**src/rtl/div_burst_ctrl.sv**
```systemverilog
// Burst-sequenced programmable clock divider for the RFID front end.
// Emits a registered divided clock plus rise strobe, busy/done and cycle count.
module div_burst_ctrl #(
    parameter int DIV_W = 8,
    parameter int CNT_W = 16
) (
    input  logic             clk_in,
    input  logic             rst_in,
    input  logic [DIV_W-1:0] cfg_half_period_in,
    input  logic [CNT_W-1:0] cfg_cycles_in,
    input  logic             start_in,
    input  logic             stop_in,
    output logic             clk_out,
    output logic             edge_out,
    output logic             busy_out,
    output logic             done_out,
    output logic [CNT_W-1:0] cycle_count_out
);

    typedef enum logic [1:0] {
        IDLE,
        RUN,
        STOPPING
    } state_e;

    state_e           state_q, state_d;
    logic [DIV_W-1:0] hc_q, hc_d;
    logic [DIV_W-1:0] h_q, h_d;
    logic [CNT_W-1:0] n_q, n_d;
    logic [CNT_W-1:0] cnt_q, cnt_d;
    logic             clk_q, clk_d;
    logic             edge_q, edge_d;
    logic             done_q, done_d;

    logic             phase_end;
    logic [CNT_W-1:0] cnt_inc;
    logic             stop_pend;

    assign phase_end = (hc_q == h_q - DIV_W'(1));
    assign cnt_inc   = cnt_q + CNT_W'(1);
    assign stop_pend = (state_q == STOPPING) || stop_in;

    always_ff @(posedge clk_in) begin
        if (rst_in) begin
            state_q <= IDLE;
            hc_q    <= '0;
            h_q     <= DIV_W'(1);
            n_q     <= '0;
            cnt_q   <= '0;
            clk_q   <= 1'b0;
            edge_q  <= 1'b0;
            done_q  <= 1'b0;
        end else begin
            state_q <= state_d;
            hc_q    <= hc_d;
            h_q     <= h_d;
            n_q     <= n_d;
            cnt_q   <= cnt_d;
            clk_q   <= clk_d;
            edge_q  <= edge_d;
            done_q  <= done_d;
        end
    end

    always_comb begin
        state_d = state_q;
        hc_d    = hc_q;
        h_d     = h_q;
        n_d     = n_q;
        cnt_d   = cnt_q;
        clk_d   = clk_q;
        edge_d  = 1'b0;
        done_d  = 1'b0;
        case (state_q)
            IDLE: begin
                clk_d = 1'b0;
                if (start_in) begin
                    h_d     = (cfg_half_period_in == '0) ? DIV_W'(1)
                                                         : cfg_half_period_in;
                    n_d     = cfg_cycles_in;
                    cnt_d   = '0;
                    hc_d    = '0;
                    clk_d   = 1'b1;
                    edge_d  = 1'b1;
                    state_d = RUN;
                end
            end
            RUN, STOPPING: begin
                if (stop_in) state_d = STOPPING;
                if (!phase_end) begin
                    hc_d = hc_q + DIV_W'(1);
                end else begin
                    hc_d = '0;
                    if (clk_q) begin
                        clk_d = 1'b0;
                    end else begin
                        cnt_d = cnt_inc;
                        // Terminal cycle: stop and count limit share one exit.
                        if (stop_pend || (n_q != '0 && cnt_inc == n_q)) begin
                            clk_d   = 1'b0;
                            done_d  = 1'b1;
                            state_d = IDLE;
                        end else begin
                            clk_d  = 1'b1;
                            edge_d = 1'b1;
                        end
                    end
                end
            end
            default: state_d = IDLE;
        endcase
    end

    assign clk_out         = clk_q;
    assign edge_out        = edge_q;
    assign busy_out        = (state_q != IDLE);
    assign done_out        = done_q;
    assign cycle_count_out = cnt_q;

endmodule

```
**config.mk**
```make
export PLATFORM = sky130hd
export DESIGN_NAME = div_burst_ctrl
export DESIGN_NICKNAME = d
export VERILOG_FILES = /design/src/rtl/div_burst_ctrl.sv
export SDC_FILE = /design/constraint.sdc
export NUM_CORES = 1
export LEC_CHECK = 0
export BUFFER_PORTS_ARGS = -buffer_cell sky130_fd_sc_hd__buf_4
export CAP_MARGIN = 20
export CORE_ASPECT_RATIO = 0.7
export CORE_UTILIZATION = 30
export DETAILED_ROUTE_END_ITERATION = 8
export GPL_TIMING_DRIVEN = 0
export RECOVER_POWER = 50
export SYNTH_ARGS = -nofsm -noshare
export SYNTH_HDL_FRONTEND = slang
export SYNTH_SLANG_ARGS = --single-unit
```
**constraint.sdc**
```tcl
create_clock -name clk_in -period 3.1 [get_ports clk_in]
set_clock_uncertainty 0.1 [all_clocks]
set_input_delay 0.465 -clock clk_in [delete_from_list [all_inputs] [get_ports clk_in]]
set_output_delay 0.465 -clock clk_in [all_outputs]
set_load 0.02 [all_outputs]
```
==> impl_metrics.ini, run 1 <==
[setup_path]
setup.worst_path.start_class = flop
critPathMaxFanout = 10
r2r_slack_ns = 0.19
r2r_cells = 8
criticalPathCategory = reg -> reg
cp.arrival_ns = 3.04
cp.required_ns = 3.24
timing.rr.start = h_q[0]$_SDFFE_PP1P_
cp-end-kind = flop
r2r_end = cycle_count_out[14]$_SDFFE_PP0P_

[global_routing]
grt_use_total = 0.172
antenna_found_initial = 0
grt_pass1_vias = 2715
grt_pass1_wl_um = 14100
grt-ovfl-total = 0
grt_max_degree = 17

[logic_synthesis]
synth_seq_cells = 53
async_reset_ff_frac = 0
syn_area_per_cell_sq_um = 7.71
synth_ff_type = dfxtp_1
syn-cell-area_sq_mm = 0.00311
syn_nets = 438
synth_edf_count = 0
ys_seq_area_frac = 0.341
synth.yosys.warnings = 0
ys_types = 53
syn_inst = 404

[floorplanning]
dieArea_sq_mm = 0.0108
start_util = 0.315
ioPinCount = 48
die_w_um = 124
num_rows = 30
die_h_um = 87.2
fp.coreArea_sq_mm = 0.00987

[timing]
slew_headroom = 0.500
hold_viol_final = 0
setup_viol = 0
worstMarginPinSlew_ns = 0.750
fin_crit_sh = 0.937
fin_ws_ns = 0.195
fmax_mhz = 344
fin_crit_ns = 2.91
rsz0062_at_grt = no
whs_ns = 0.304
drv_slew = 0

[power_and_ir_drop]
p_clk_frac = 0.307
power_frac_seq = 0.428
power.internal_uw = 1200
p_per_area_mw_per_mm2 = 486
vdd_drop_max_uv = 225
swShare = 0.339
power.share.combinational = 0.264
leakage_uw = 0.00136
power.switching_uw = 616

[route]
route.detailed.drc = 0
num_vias = 3160
first_pass_iters = 5
viasPerCell = 5.37
drt_iter0_markers = 297
wl_per_cell_um = 15.2
drt.antenna.violating_nets = 0
routed_wl_um = 8940

[placed_design]
dp_slack_ns = -0.352
port_buffers = 47
gp_congestion = 0.889
dp_hpwl_um = 6970

[clocking]
tritoncts = yes
clkTransAtPathRegs_ns = 0.07
max-clock-path-buffers = 2
clock_latency_ns = 0.30
cts_buffers = 5
htreeDepth = 2
clock_sinks = 53
root_buffer = clkbuf_16

[worst_hold_path]
hold_start = cfg_cycles_in[3]
hold_path_depth = 3
hp-class = in -> reg
hold_end = n_q[3]$_SDFFE_PP0P_

[layout]
drive_gt1_frac = 0.117
antenna_cells = 0
seqCellArea_sq_mm = 0.00106
fill_cells = 1060
layout.nets = 493
syn2layout_area_growth_pct = 20.2
multi_input_area_sq_mm = 0.00195

[run]
drv_cap = 0

[status]
status = completed
[kinds of logic after synthesis]
family / count (synthesis) / share of synthesized area
AO/OA/AOI/OAI: 108 / 0.207
XOR/XNOR: 39 / 0.110
adder cells (fa/ha/maj): 6 / 0.0241
buffers and inverters: 33 / 0.0434
flip-flops: 53 / 0.341
multiplexers: 3 / 0.00965
AND/OR/NAND/NOR: 162 / 0.265
[synth_stat cells, types with 3 or more instances]
master	instances	area share
a31oi_1	5	0.010
clkbuf_1	12	0.014
or3_1	8	0.016
xnor2_1	22	0.062
inv_1	12	0.014
a211oi_1	3	0.0072
mux2i_1	3	0.0096
o21ai_0	22	0.035
and3_1	5	0.010
dfxtp_1	53	0.34
buf_2	5	0.0080
xor2_1	17	0.048
nor3_1	8	0.013
a21oi_1	55	0.088
or4_1	4	0.0096
nor2_1	27	0.033
nand4_1	8	0.016
nand3_1	15	0.024
or3b_1	4	0.011
ha_1	6	0.024
nand2_1	62	0.075
nor4_1	7	0.014
[cells in the final DEF (no fill, tap or decap), drive strengths merged, types with 2 or more instances in the layout]
cell type,synthesis,layout
nand2,62,62
a21oi,55,55
dfxtp,53,53
clkbuf,13,37
buf,8,37
nor2,27,27
xnor2,22,22
o21ai,22,22
xor2,17,17
nand3,15,15
inv,12,12
nand4,8,8
or3,8,8
nor3,8,8
nor4,8,8
ha,6,6
a31oi,5,5
and3,5,5
or4,5,5
a211oi,5,5
or3b,4,4
mux2i,3,3
nor3b,3,3
a2111oi,2,2
o22ai,2,2
and4,2,2
a41oi,2,2
nand2b,2,2
o211ai,2,2
a21o,2,2
clkinv,0,2
[routing by layer]
metal,track usage,wire [um]
met2,0.234,3490
met3,0.0399,747
met4,0.0482,95
met1,0.263,4610
met5,0,0
[worst max-delay path: stages, from the launching register on]
cell and delay, ns:
dfxtp_1 0.37, or4_4 0.59, nor3_1 0.19, o21ai_0 0.27, a211oi_2 0.30, nand4bb_1 0.21
clkbuf_2 0.26, or3b_1 0.41, a21oi_1 0.14
[area by class of cell]
class                   instances  area share
plain buffers                  20      0.0231
clock buffers                   5      0.0334
clock inverters                 3     0.00468
inverters                      12      0.0120
multi-input cells             318       0.522
flip-flops and latches         53       0.284
well taps                     128      0.0428
repair buffers                 49      0.0782
[per-stage QoR]
step	power, uW	cells	util	TNS (ns)	instance area (sq um)
6_report	1820	588	0.379	0	3740
3_5_place_dp	1260	579	0.367	-2.10	3630
4_1_cts	1820	587	0.384	0	3790
5_1_grt	1910	588	0.379	0	3740
3_3_place_gp	1240	579	0.367	-1.51	3630
2_1_floorplan	1100	404	-	0	3110
[power by group through the flow]
| stage | logic (uW) | clock network [uW] | registers (uW) |
|---|---|---|---|
| floorplan | 312 | 0 | 786 |
| global placement | 448 | 0 | 793 |
| detailed placement | 461 | 0 | 795 |
| CTS | 475 | 571 | 779 |
| global route | 531 | 595 | 787 |
| finish | 481 | 559 | 779 |
[how the worst max path moves through the flow]
stage,slack [ns],endpoint,start,cells after the start
after floorplan,0.37,done_out$_SDFF_PP0_,cycle_count_out[0]$_SDFFE_PP0P_,9
after global placement,-0.32,done_out$_SDFF_PP0_,cycle_count_out[0]$_SDFFE_PP0P_,9
after detailed placement,-0.35,done_out$_SDFF_PP0_,cycle_count_out[0]$_SDFFE_PP0P_,9
after CTS,0.03,done_out$_SDFF_PP0_,cycle_count_out[0]$_SDFFE_PP0P_,9
after global routing,0.008,cycle_count_out[6]$_SDFFE_PP0P_,h_q[0]$_SDFFE_PP1P_,8
final,0.19,cycle_count_out[14]$_SDFFE_PP0P_,h_q[0]$_SDFFE_PP1P_,8
[state kept, by name, summed over array words and instances, names as in the netlist]
register,cells
clk_out,1
cycle_count_out,16
done_out,1
edge_out,1
h_q,8
hc_q,8
n_q,16
state_q,2
[timing repair]
item | CTS | global route
hold buffers | 0 | 0
setup buffers | 0 | 2
endpoints found under the setup margin | 12 | 13
pin swaps | 0 | 1
resized for setup | 4 | 2
No activity file was read; power rests on OpenSTA's default activity.
==> run 2: changes to the inputs <==
CTS_BUF_LIST = sky130_fd_sc_hd__clkbuf_4 sky130_fd_sc_hd__clkbuf_8 sky130_fd_sc_hd__clkbuf_16   (was default)
REMOVE_ABC_BUFFERS = 1   (was default)
clock period = 2.55 ns   (was 3.1 ns; I/O delays follow)
==> impl_metrics.ini, run 2 (synthesis gave the netlist of run 1 again) <==
[status]
status = finished, violations left
violations = setup timing

[timing]
fin_crit_ns = 2.64
slew_headroom = 0.358
fmax_mhz = 379
hold_viol_final = 0
fin_ws_ns = -0.0878
rsz0062_at_grt = yes
drv_slew = 0
worstMarginPinSlew_ns = 0.961
fin_crit_sh = 1.03
setup_viol = 11

[placed_design]
dp_cells = 559
dp_hpwl_um = 6210
gp_congestion = 0.860
port_buffers = 47
dp_slack_ns = -0.686

[route]
routed_wl_um = 9490
num_vias = 3170
first_pass_iters = 4
viasPerCell = 5.40
drt.antenna.violating_nets = 0
wl_per_cell_um = 16.2
route.detailed.drc = 0
drt_iter0_markers = 225

[layout]
stdcell_count = 587
layout.nets = 492
antenna_cells = 0
mostFrequentLayoutCells = nand2_1 (62), buf_4 (59), a21oi_1 (49)
syn2layout_area_growth_pct = 32.3
drive_gt1_frac = 0.261
final_common_cell = nand2_1

[floorplanning]
fp.coreArea_sq_mm = 0.00987
die_h_um = 87.2
start_util = 0.315
ioPinCount = 48
die_w_um = 124
dieArea_sq_mm = 0.0108
num_rows = 30

[setup_path]
cp.arrival_ns = 2.77
critPathMaxFanout = 6
critical_path.top_delay_family = simple AND/OR/NAND/NOR gates
crit_chain = or4_4 -> nor4_4 -> a311oi_4 -> a211oi_4 -> nand4bb_4 -> or4_4 -> a21oi_2
crit_path_top_delay_cell = or4_4
crit_buf_inv = 0
setup.worst_path.start_class = flop
criticalPathCategory = reg -> reg
cp-end-kind = flop
cp_common_cell = or4_4
cp.required_ns = 2.69
cp_slowest_stage_delay_ns = 0.58

[clocking]
htreeDepth = 2
clock_latency_ns = 0.30
holdBufCountCts = 0
clock_sinks = 53
tritoncts = yes
root_buffer = clkbuf_16
cts_buffers = 5
clkTransAtPathRegs_ns = 0.08
max-clock-path-buffers = 2

[global_routing]
grt_pass1_vias = 2933
grt_use_total = 0.184
grt_pass1_wl_um = 15200
grt-ovfl-total = 0
grt_max_degree = 51
antenna_found_initial = 0

[power_and_ir_drop]
p_per_area_mw_per_mm2 = 595
vdd_drop_max_uv = 243
leakage_uw = 0.00151

[run]
drv_cap = 0

[worst_hold_path]
hp-class = in -> reg
-- run 2: changes by cell type in the layout (fill, tap and decap cells not counted), moves of 3 or more --
cell	delta
dfxtp_2	+6
a21oi_1	-6
nor3_1	-3
dfxtp_4	+3
buf_4	+29
a21oi_2	+5
dfxtp_1	-9
o21ai_1	+10
buf_2	-5
clkbuf_1	-29
o21ai_0	-12
buf_6	+6
-- run 2: report_power, final --
part | switching [uW] | internal (uW)
logic | 435 | 336
registers | 85.2 | 878
clock network | 344 | 372
-- run 2: worst register-to-register path: stages, from the launching register on --
cell and delay, ns:
dfxtp_4 0.36, or4_4 0.58, nor4_4 0.21, a311oi_4 0.10, a211oi_4 0.36, nand4bb_4 0.21, or4_4 0.52, a21oi_2 0.13
-- run 2: final timing paths --
| path | depth (start not counted) | to | startpoint | slack [ns] |
|---|---|---|---|---|
| worst max register to register | 7 | cycle_count_out[8]$_SDFFE_PP0P_ | h_q[1]$_SDFFE_PP0P_ | -0.09 |
| worst max-delay path | 7 | cycle_count_out[8]$_SDFFE_PP0P_ | h_q[1]$_SDFFE_PP0P_ | -0.09 |
| worst min register to register | 2 | n_q[12]$_SDFFE_PP0P_ | n_q[12]$_SDFFE_PP0P_ | 0.39 |
| worst min-delay path | 3 | n_q[7]$_SDFFE_PP0P_ | cfg_cycles_in[7] | 0.23 |
-- run 2: final cells by class --
type | instances | area [sq um]
Inverter | 12 | 45.0
Clock inverter | 3 | 25.0
Tap cell | 128 | 160
Fill cell | 1003 | 5750
Sequential cell | 53 | 1080
Multi-Input combinational cell | 319 | 2170
Timing Repair Buffer | 67 | 518
Clock buffer | 5 | 125
-- run 2: repair_timing --
item	CTS	global route
endpoints found under the hold margin	0	0
gates cloned	2	0
endpoints found under the setup margin	28	29
pin swaps	24	18
gates resized for setup	57	19
buffers inserted	13	5
-- run 2: routing by layer --
metal / part of all wire / global-route usage / up-vias
met1: 0.48 / 0.264 / 1485
met2: 0.44 / 0.274 / 116
li1: - / - / 1556
met5: 0 / 0 / -
met4: 0.012 / 0.0493 / 0
met3: 0.071 / 0.0412 / 13
-- run 2: through the flow --
| step | power, uW | utilization | instance area [sq um] | TNS (ns) | hold slack (ns) |
|---|---|---|---|---|---|
| after floorplan | 1310 | - | 3020 | -2.53 | 0.342 |
| after global placement | 1490 | 0.358 | 3540 | -15.03 | 0.366 |
| after detailed placement | 1510 | 0.360 | 3550 | -10.54 | 0.365 |
| after CTS | 2400 | 0.408 | 4030 | -0.520 | 0.225 |
| after global routing | 2570 | 0.417 | 4120 | -2.66 | 0.227 |
| final | 2450 | 0.417 | 4120 | -0.411 | 0.230 |
